File: config.mk
export PLATFORM = sky130hd
export DESIGN_NAME = dcache_miss_ctrl
export DESIGN_NICKNAME = d
export VERILOG_FILES = /design/src/rtl/dcache_miss_ctrl.sv
export SDC_FILE = /design/constraint.sdc
export NUM_CORES = 1
export LEC_CHECK = 0
export ABC_CLOCK_PERIOD_IN_PS = 2250
export CAP_MARGIN = 20
export CORE_MARGIN = 5
export CORE_UTILIZATION = 38
export DETAILED_ROUTE_END_ITERATION = 12
export GPL_TIMING_DRIVEN = 1
export PLACE_DENSITY = 0.81
export SLEW_MARGIN = 10
export SYNTH_ARGS = -nofsm -noshare
export SYNTH_HDL_FRONTEND = slang
export SYNTH_SLANG_ARGS = --single-unit
File: constraint.sdc
create_clock -name clk -period 2.25 [get_ports clk]
set_input_delay 0.5625 -clock clk [delete_from_list [all_inputs] [get_ports clk]]
set_output_delay 0.5625 -clock clk [all_outputs]
set_load 0.03 [all_outputs]
File: src/rtl/dcache_miss_ctrl.sv
// Blocking miss controller for the L1 data cache: serves hits in place, stalls on a miss for
// writeback/refill/fill, then replays the lookup. Define DCACHE_CTRL_PERF_EN for hit/miss/writeback counters.
module dcache_miss_ctrl #(
  parameter int TAG_W     = 22,
  parameter int INDEX_W   = 5,
  parameter int BLK_BITS  = 256,
  parameter int BLK_BYTES = 32,
  parameter int PERF_W    = 32
) (
  input  logic                       clk,
  input  logic                       rst,
  input  logic                       cpu_ren,
  input  logic                       cpu_wen,
  input  logic [TAG_W+INDEX_W-1:0]   cpu_blk_addr,
  input  logic [BLK_BYTES-1:0]       cpu_bytes,
  output logic                       cpu_stall,
  output logic                       sram_ren,
  output logic                       sram_wen,
  output logic                       sram_mem_wen,
  output logic [TAG_W+INDEX_W-1:0]   sram_blk_addr,
  output logic [BLK_BYTES-1:0]       sram_bytes,
  input  logic                       sram_hit,
  input  logic                       sram_dirty,
  input  logic [TAG_W-1:0]           sram_victim_tag,
  output logic                       mem_req,
  output logic                       mem_we,
  output logic [TAG_W+INDEX_W-1:0]   mem_blk_addr,
  input  logic                       mem_ready
`ifdef DCACHE_CTRL_PERF_EN
  ,
  output logic [PERF_W-1:0]          perf_hits,
  output logic [PERF_W-1:0]          perf_misses,
  output logic [PERF_W-1:0]          perf_wbacks
`endif
);

  localparam int ADDR_W = TAG_W + INDEX_W;

  if (BLK_BYTES * 8 != BLK_BITS || PERF_W < 1) begin : g_bad_cfg
    $error("dcache_miss_ctrl: BLK_BYTES must be BLK_BITS/8 and PERF_W must be positive");
  end

  typedef enum logic [1:0] {
    S_IDLE,
    S_WBACK,
    S_REFILL,
    S_FILL
  } state_t;

  state_t              r_state;
  state_t              w_nextState;
  logic [ADDR_W-1:0]   r_addr;
  logic [TAG_W-1:0]    r_victimTag;
  logic                w_req;
  logic                w_isStore;
  logic                w_miss;

  assign w_req     = cpu_ren | cpu_wen;
  // A simultaneous load and store is degraded to a load.
  assign w_isStore = cpu_wen & ~cpu_ren;
  assign w_miss    = (r_state == S_IDLE) & w_req & ~sram_hit;

  always_ff @(posedge clk) begin
    if (!rst) begin
      r_state     <= S_IDLE;
      r_addr      <= '0;
      r_victimTag <= '0;
    end else begin
      r_state <= w_nextState;
      if (w_miss) begin
        r_addr      <= cpu_blk_addr;
        r_victimTag <= sram_victim_tag;
      end
    end
  end

  always_comb begin
    w_nextState   = r_state;
    cpu_stall     = 1'b0;
    sram_ren      = 1'b0;
    sram_wen      = 1'b0;
    sram_mem_wen  = 1'b0;
    sram_blk_addr = cpu_blk_addr;
    sram_bytes    = '0;
    mem_req       = 1'b0;
    mem_we        = 1'b0;
    mem_blk_addr  = '0;
    unique case (r_state)
      S_IDLE: begin
        sram_ren = w_req;
        if (w_req) begin
          if (sram_hit) begin
            sram_wen   = w_isStore;
            sram_bytes = w_isStore ? cpu_bytes : '0;
          end else begin
            cpu_stall   = 1'b1;
            w_nextState = sram_dirty ? S_WBACK : S_REFILL;
          end
        end
      end
      S_WBACK: begin
        cpu_stall    = 1'b1;
        mem_req      = 1'b1;
        mem_we       = 1'b1;
        mem_blk_addr = {r_victimTag, r_addr[INDEX_W-1:0]};
        if (mem_ready) w_nextState = S_REFILL;
      end
      S_REFILL: begin
        cpu_stall    = 1'b1;
        mem_req      = 1'b1;
        mem_blk_addr = r_addr;
        if (mem_ready) w_nextState = S_FILL;
      end
      S_FILL: begin
        cpu_stall     = 1'b1;
        sram_mem_wen  = 1'b1;
        sram_blk_addr = r_addr;
        w_nextState   = S_IDLE;
      end
      default: w_nextState = S_IDLE;
    endcase
  end

`ifdef DCACHE_CTRL_PERF_EN
  logic              r_replay;
  logic [PERF_W-1:0] r_perfHits;
  logic [PERF_W-1:0] r_perfMisses;
  logic [PERF_W-1:0] r_perfWbacks;

  // The lookup right after FILL is the replay of a counted miss, not a fresh hit.
  always_ff @(posedge clk) begin
    if (!rst) begin
      r_replay     <= 1'b0;
      r_perfHits   <= '0;
      r_perfMisses <= '0;
      r_perfWbacks <= '0;
    end else begin
      r_replay <= (r_state == S_FILL);
      if ((r_state == S_IDLE) && w_req && sram_hit && !r_replay) r_perfHits <= r_perfHits + 1'b1;
      if (w_miss) r_perfMisses <= r_perfMisses + 1'b1;
      if ((r_state == S_WBACK) && mem_ready) r_perfWbacks <= r_perfWbacks + 1'b1;
    end
  end

  assign perf_hits   = r_perfHits;
  assign perf_misses = r_perfMisses;
  assign perf_wbacks = r_perfWbacks;
`endif

endmodule

# After elaboration in Yosys (flattened, before gate mapping)
# Index checks and enable logic that the tools add are counted.
# Widths: inputs -> output; s select.
dict set report totals {
  input_bits 88
  ff_bits 51
  ramBits 0
  out_inout_bits 92
  mem_bits_ro 0
  latch_bits 0
  mem_count 0
}
dict set report op_classes {
  n_mul 0
  n_reduce_logical 4
  eq_ne 7
  n_lt_le_gt_ge 0
  mux 22
  shift 0
  n_addsub 0
  n_bitwise 6
  n_div 0
}
# cell n
set op_table {}
lappend op_table {{$mux 32} 4}
lappend op_table {{$pmux 27 s2} 1}
lappend op_table {{$mux 27} 1}
lappend op_table {{$mux 2} 5}
lappend op_table {{$mux 1} 9}
lappend op_table {{$ne 2x2->1 const B} 4}
lappend op_table {{$pmux 2 s4} 1}
lappend op_table {{$eq 2x2->1 const B} 2}
lappend op_table {{$reduce_and 4->1} 1}
lappend op_table {{$and 1x1->1} 3}
lappend op_table {{$reduce_or 3->1} 1}
lappend op_table {{$eq 2x1->1 const B} 1}
lappend op_table {{$logic_not 2->1} 1}
lappend op_table {{$not 1->1} 2}
lappend op_table {{$pmux 1 s2} 1}
lappend op_table {{$reduce_or 2->1} 1}
lappend op_table {{$or 1x1->1} 1}

# Depth between registers and ports, before layout
dict set report depth {
  word_depth 6
  ltp_mapped 7
}

# Worst setup path before layout
# No wires, ideal clock.
dict set report synth_path {
  path_kind {register to output}
  from {register r_state[1]}
  to {output port mem_blk_addr[12]}
  arrival_time_ns 1.712
  slack_ns -0.025
  path_stages_with_launch 6
  required_ns 1.688
  cell_sequence {dfxtp_1 > inv_1 > ha_1 > clkbuf_1 > a22oi_1 > nor2b_1}
}
dict set report synth_via {
  elab_chain_cells 2
}
# element line
set synth_lines {}
lappend synth_lines {{from (decl)} 50} ;# state_t r_state;
lappend synth_lines {{from (signal assigned)} 69} ;# r_state <= w_nextState;
lappend synth_lines {{$eq 2x2->1 / $eq 2x1->1 (equally long branches)} 88} ;# unique case (r_state)
lappend synth_lines {{$pmux 27 s2 (*)} 88}
lappend synth_lines {{to (decl)} 27} ;# output logic [TAG_W+INDEX_W-1:0] mem_blk_addr,
# Mark *: on every way between the ends. The rest lies on a longest branch, timed or not.

# Worst setup path in the final report
dict set report layout_path {
  from {register r_state[0]}
  to {output port sram_blk_addr[5]}
}
dict set report layout_via {
  elab_chain_cells 2
}
# element line
set layout_lines {}
lappend layout_lines {{$eq 2x2->1} 88}
lappend layout_lines {{$mux 27} 88}
lappend layout_lines {{to (decl)} 20} ;# output logic [TAG_W+INDEX_W-1:0] sram_blk_addr,
# Every way passes these cells.

==> results.yml <==
status:
  status: "finished with violations"
  violations: "setup timing"
clocking:
  clk_transition_reported_paths_ps: 100
  cts_root_buf: "clkbuf_8"
  cts.htree.levels: 2
  holdBufCountCts: 0
  cts_made_buffers: 5
  tritoncts: "done"
  clk_latency_ps: 310
  clock_path_buffers: 2
  clock_sinks: 51
layout:
  syn_to_final_growth_pct: 90.4
  nets: 650
  antenna_cells: 0
  fin_util_pct: 74.2
  drive_gt1_share_pct: 45.2
drt:
  m1WireLength_mm: 5.17
  wl_met2_mm: 7.17
  routed_via_density: 5.54
  wl_per_cell_um: 20.5
  dr_wl_met3_um: 915
  ant_nets: 0
  routed_wl_mm: 13.5
  drt_iter0_drc: 183
  firstDrtPassIters: 8
  via_count: 3654
  highest_layer: "met4"
  route.detailed.drc: 0
setup_path:
  start_kind: "flip-flop"
  worstPathRequired_ps: 1690
  cpMaxStageDelayCell: "dfxtp_4"
  arrival_ps: 1730
  worstSetupPathType: "flip-flop to output pin"
  reg2reg_slack_ps: 570
  crit_chain: "buf_6 > ha_4 > buf_12 > buf_16 > mux2_4 > buf_12"
  slowest_delay_ps: 370
  path_common_cell: "buf_12"
  crit_fanout: 7
  cp-end-kind: "output pin"
floorplanning:
  io_pins: 180
  die_y_um: 99.0
  rows: 32
  die_w_um: 99.0
  die_area_um2: 9800
  start_util_pct: 39.0
  coreArea_um2: 7730
timing:
  setup-violations-final: 25
  rsz0062_at_grt: "true"
  timing_hold_violations_final: 0
  period_share_pct: 102
  skew_ps: 6.03
  finalSetupTns_ps: -453
  relSlewSlack_pct: 74.9
  worstMarginPinSlew_ps: 376
  fmax_mhz: 436
  slew_violations: 0
  fin_ws_ps: -44.5
  period_minus_slack_ps: 2290
synth:
  synthCells: 369
  synth_xor_area_share_pct: 0
  synth-compound-area-share_pct: 23.8
  synth-adder-area-share_pct: 2.49
  yosysUniqueCellTypes: 28
  syn_area_per_cell_um2: 8.16
  netlist_area_um2: 3010
  synth_top_family_by_area: "compound AO/OA/AOI/OAI gates"
  ys_ff_latch: 51
  ys_seq_area_share_pct: 33.9
  synth_area_leaders: "dfxtp_1 34%, mux2_2 10%, a21oi_1 8.1%, nand3_1 8.1%, and2_1 7.7%"
  syn_nets: 463
  synth_warnings: 0
  synth-simple-area-share_pct: 21.6
  muxShareOfSynthArea_pct: 10.8
  synth_top_area_share_pct: 33.9
  yosysTopAreaCell: "dfxtp_1"
worst_hold_path:
  hold_path_class: "flip-flop to flip-flop"
power_and_ir_drop:
  p_per_area_nw_per_um2: 815
  irDropWorstVdd_v: 0.000391
  p_leak_nw: 2.24
  p_total_w: 0.00467
global_routing:
  grt_pass1_vias: 3438
  grt_max_degree: 35
  grt_overflow: 0
  antenna_found_initial: 0
  grt_pass1_wl_mm: 19.0
  grt_usage_pct: 24.2
place:
  place_hpwl_mm: 8.13
  gp_congestion: 0.814
  portBuffers: 179
run:
  maxCapViolCount: 0
[registers in the layout, indices dropped and copies added (netlist names)]
signal	cells
r_victimTag	22
r_addr	27
r_state	2
[cell families (layout without fill, tap and decap cells)]
kind of cell,after synthesis,after routing
adder cells (fa/ha/maj),6,6
buffers and inverters,42,230
AO/OA/AOI/OAI,126,126
multiplexers,29,29
flip-flops,51,51
AND/OR/NAND/NOR,115,115
[cells in the mapped netlist, drive strengths merged]
master / count
a21o: 1
a21oi: 49
a22oi: 22
and2: 37
and4b: 1
buf: 21
clkbuf: 16
dfxtp: 51
ha: 6
inv: 5
mux2: 27
mux2i: 2
nand2: 4
nand2b: 1
nand3: 49
nor2: 1
nor2b: 22
o211ai: 1
o21a: 1
o21ai: 50
o21bai: 1
o2bb2ai: 1
[where the power goes]
group	switching, W	leakage (nW)	internal, W	total (W)
combinational	0.00143	1.75	0.00128	0.00271
clock	0.000331	0.0703	0.000452	0.000782
sequential	0.000123	0.419	0.00105	0.00118
total	0.00188	2.24	0.00279	0.00467
[cell type report]
type | instances | area [um2]
Tap cell | 102 | 128
Multi-Input combinational cell | 276 | 2100
Fill cell | 533 | 1990
Inverter | 5 | 23.8
Clock inverter | 3 | 71.3
Sequential cell | 51 | 1030
Clock buffer | 5 | 68.8
Timing Repair Buffer | 217 | 2310
[worst max-delay path: cells and delay by family (launching register included)]
family     cells  cell delay [ps]
flops          1              370
buf+inv        4              540
fa+ha+maj      1              190
mux            1              320
[path summary, 6_finish.rpt]
path	start	to	depth (start not counted)
worst min-delay path	r_victimTag[18]	r_victimTag[18]	2
worst max register to register	r_state[1]	r_victimTag[5]	9
worst min register to register	r_victimTag[18]	r_victimTag[18]	2
worst max-delay path	r_state[0]	sram_blk_addr[5]	6
[metrics by stage]
step	hold WS, ps	instances	cell area [um2]	setup slack (ps)
after floorplan	454	369	3060	54.8
final	490	659	5730	-44.5
after CTS	482	655	5470	-68.2
after detailed placement	469	636	4800	-93.7
after global placement	462	636	4800	-80.6
after global routing	513	659	5730	-92.4
[cell usage in the layout (no fill, tap or decap), drive strengths merged]
master | Yosys | final
a21o | 1 | 1
a21oi | 49 | 49
a22oi | 22 | 22
and2 | 37 | 37
and4b | 1 | 1
buf | 21 | 129
bufinv | 0 | 2
clkbuf | 16 | 7
clkdlybuf4s50 | 0 | 84
dfxtp | 51 | 51
dlygate4sd2 | 0 | 2
ha | 6 | 6
inv | 5 | 6
mux2 | 27 | 27
mux2i | 2 | 2
nand2 | 4 | 4
nand2b | 1 | 1
nand3 | 49 | 49
nor2 | 1 | 1
nor2b | 22 | 22
o211ai | 1 | 1
o21a | 1 | 1
o21ai | 50 | 50
o21bai | 1 | 1
o2bb2ai | 1 | 1
[per-layer routing]
metal | up-vias | GRT usage (%)
li1 | 1688 | -
met1 | 1768 | 29.0
met2 | 177 | 43.0
met3 | 21 | 5.80
met4 | 0 | 6.51
met5 | - | 0
[what timing repair did]
action	4_1_cts	5_1_grt
cloned	5	1
pin swaps	19	16
setup endpoints to repair	81	87
endpoints found under the hold margin	0	0
resized for setup	92	68
setup buffers	6	4
Note: power is estimated with default switching activity, not from simulation.
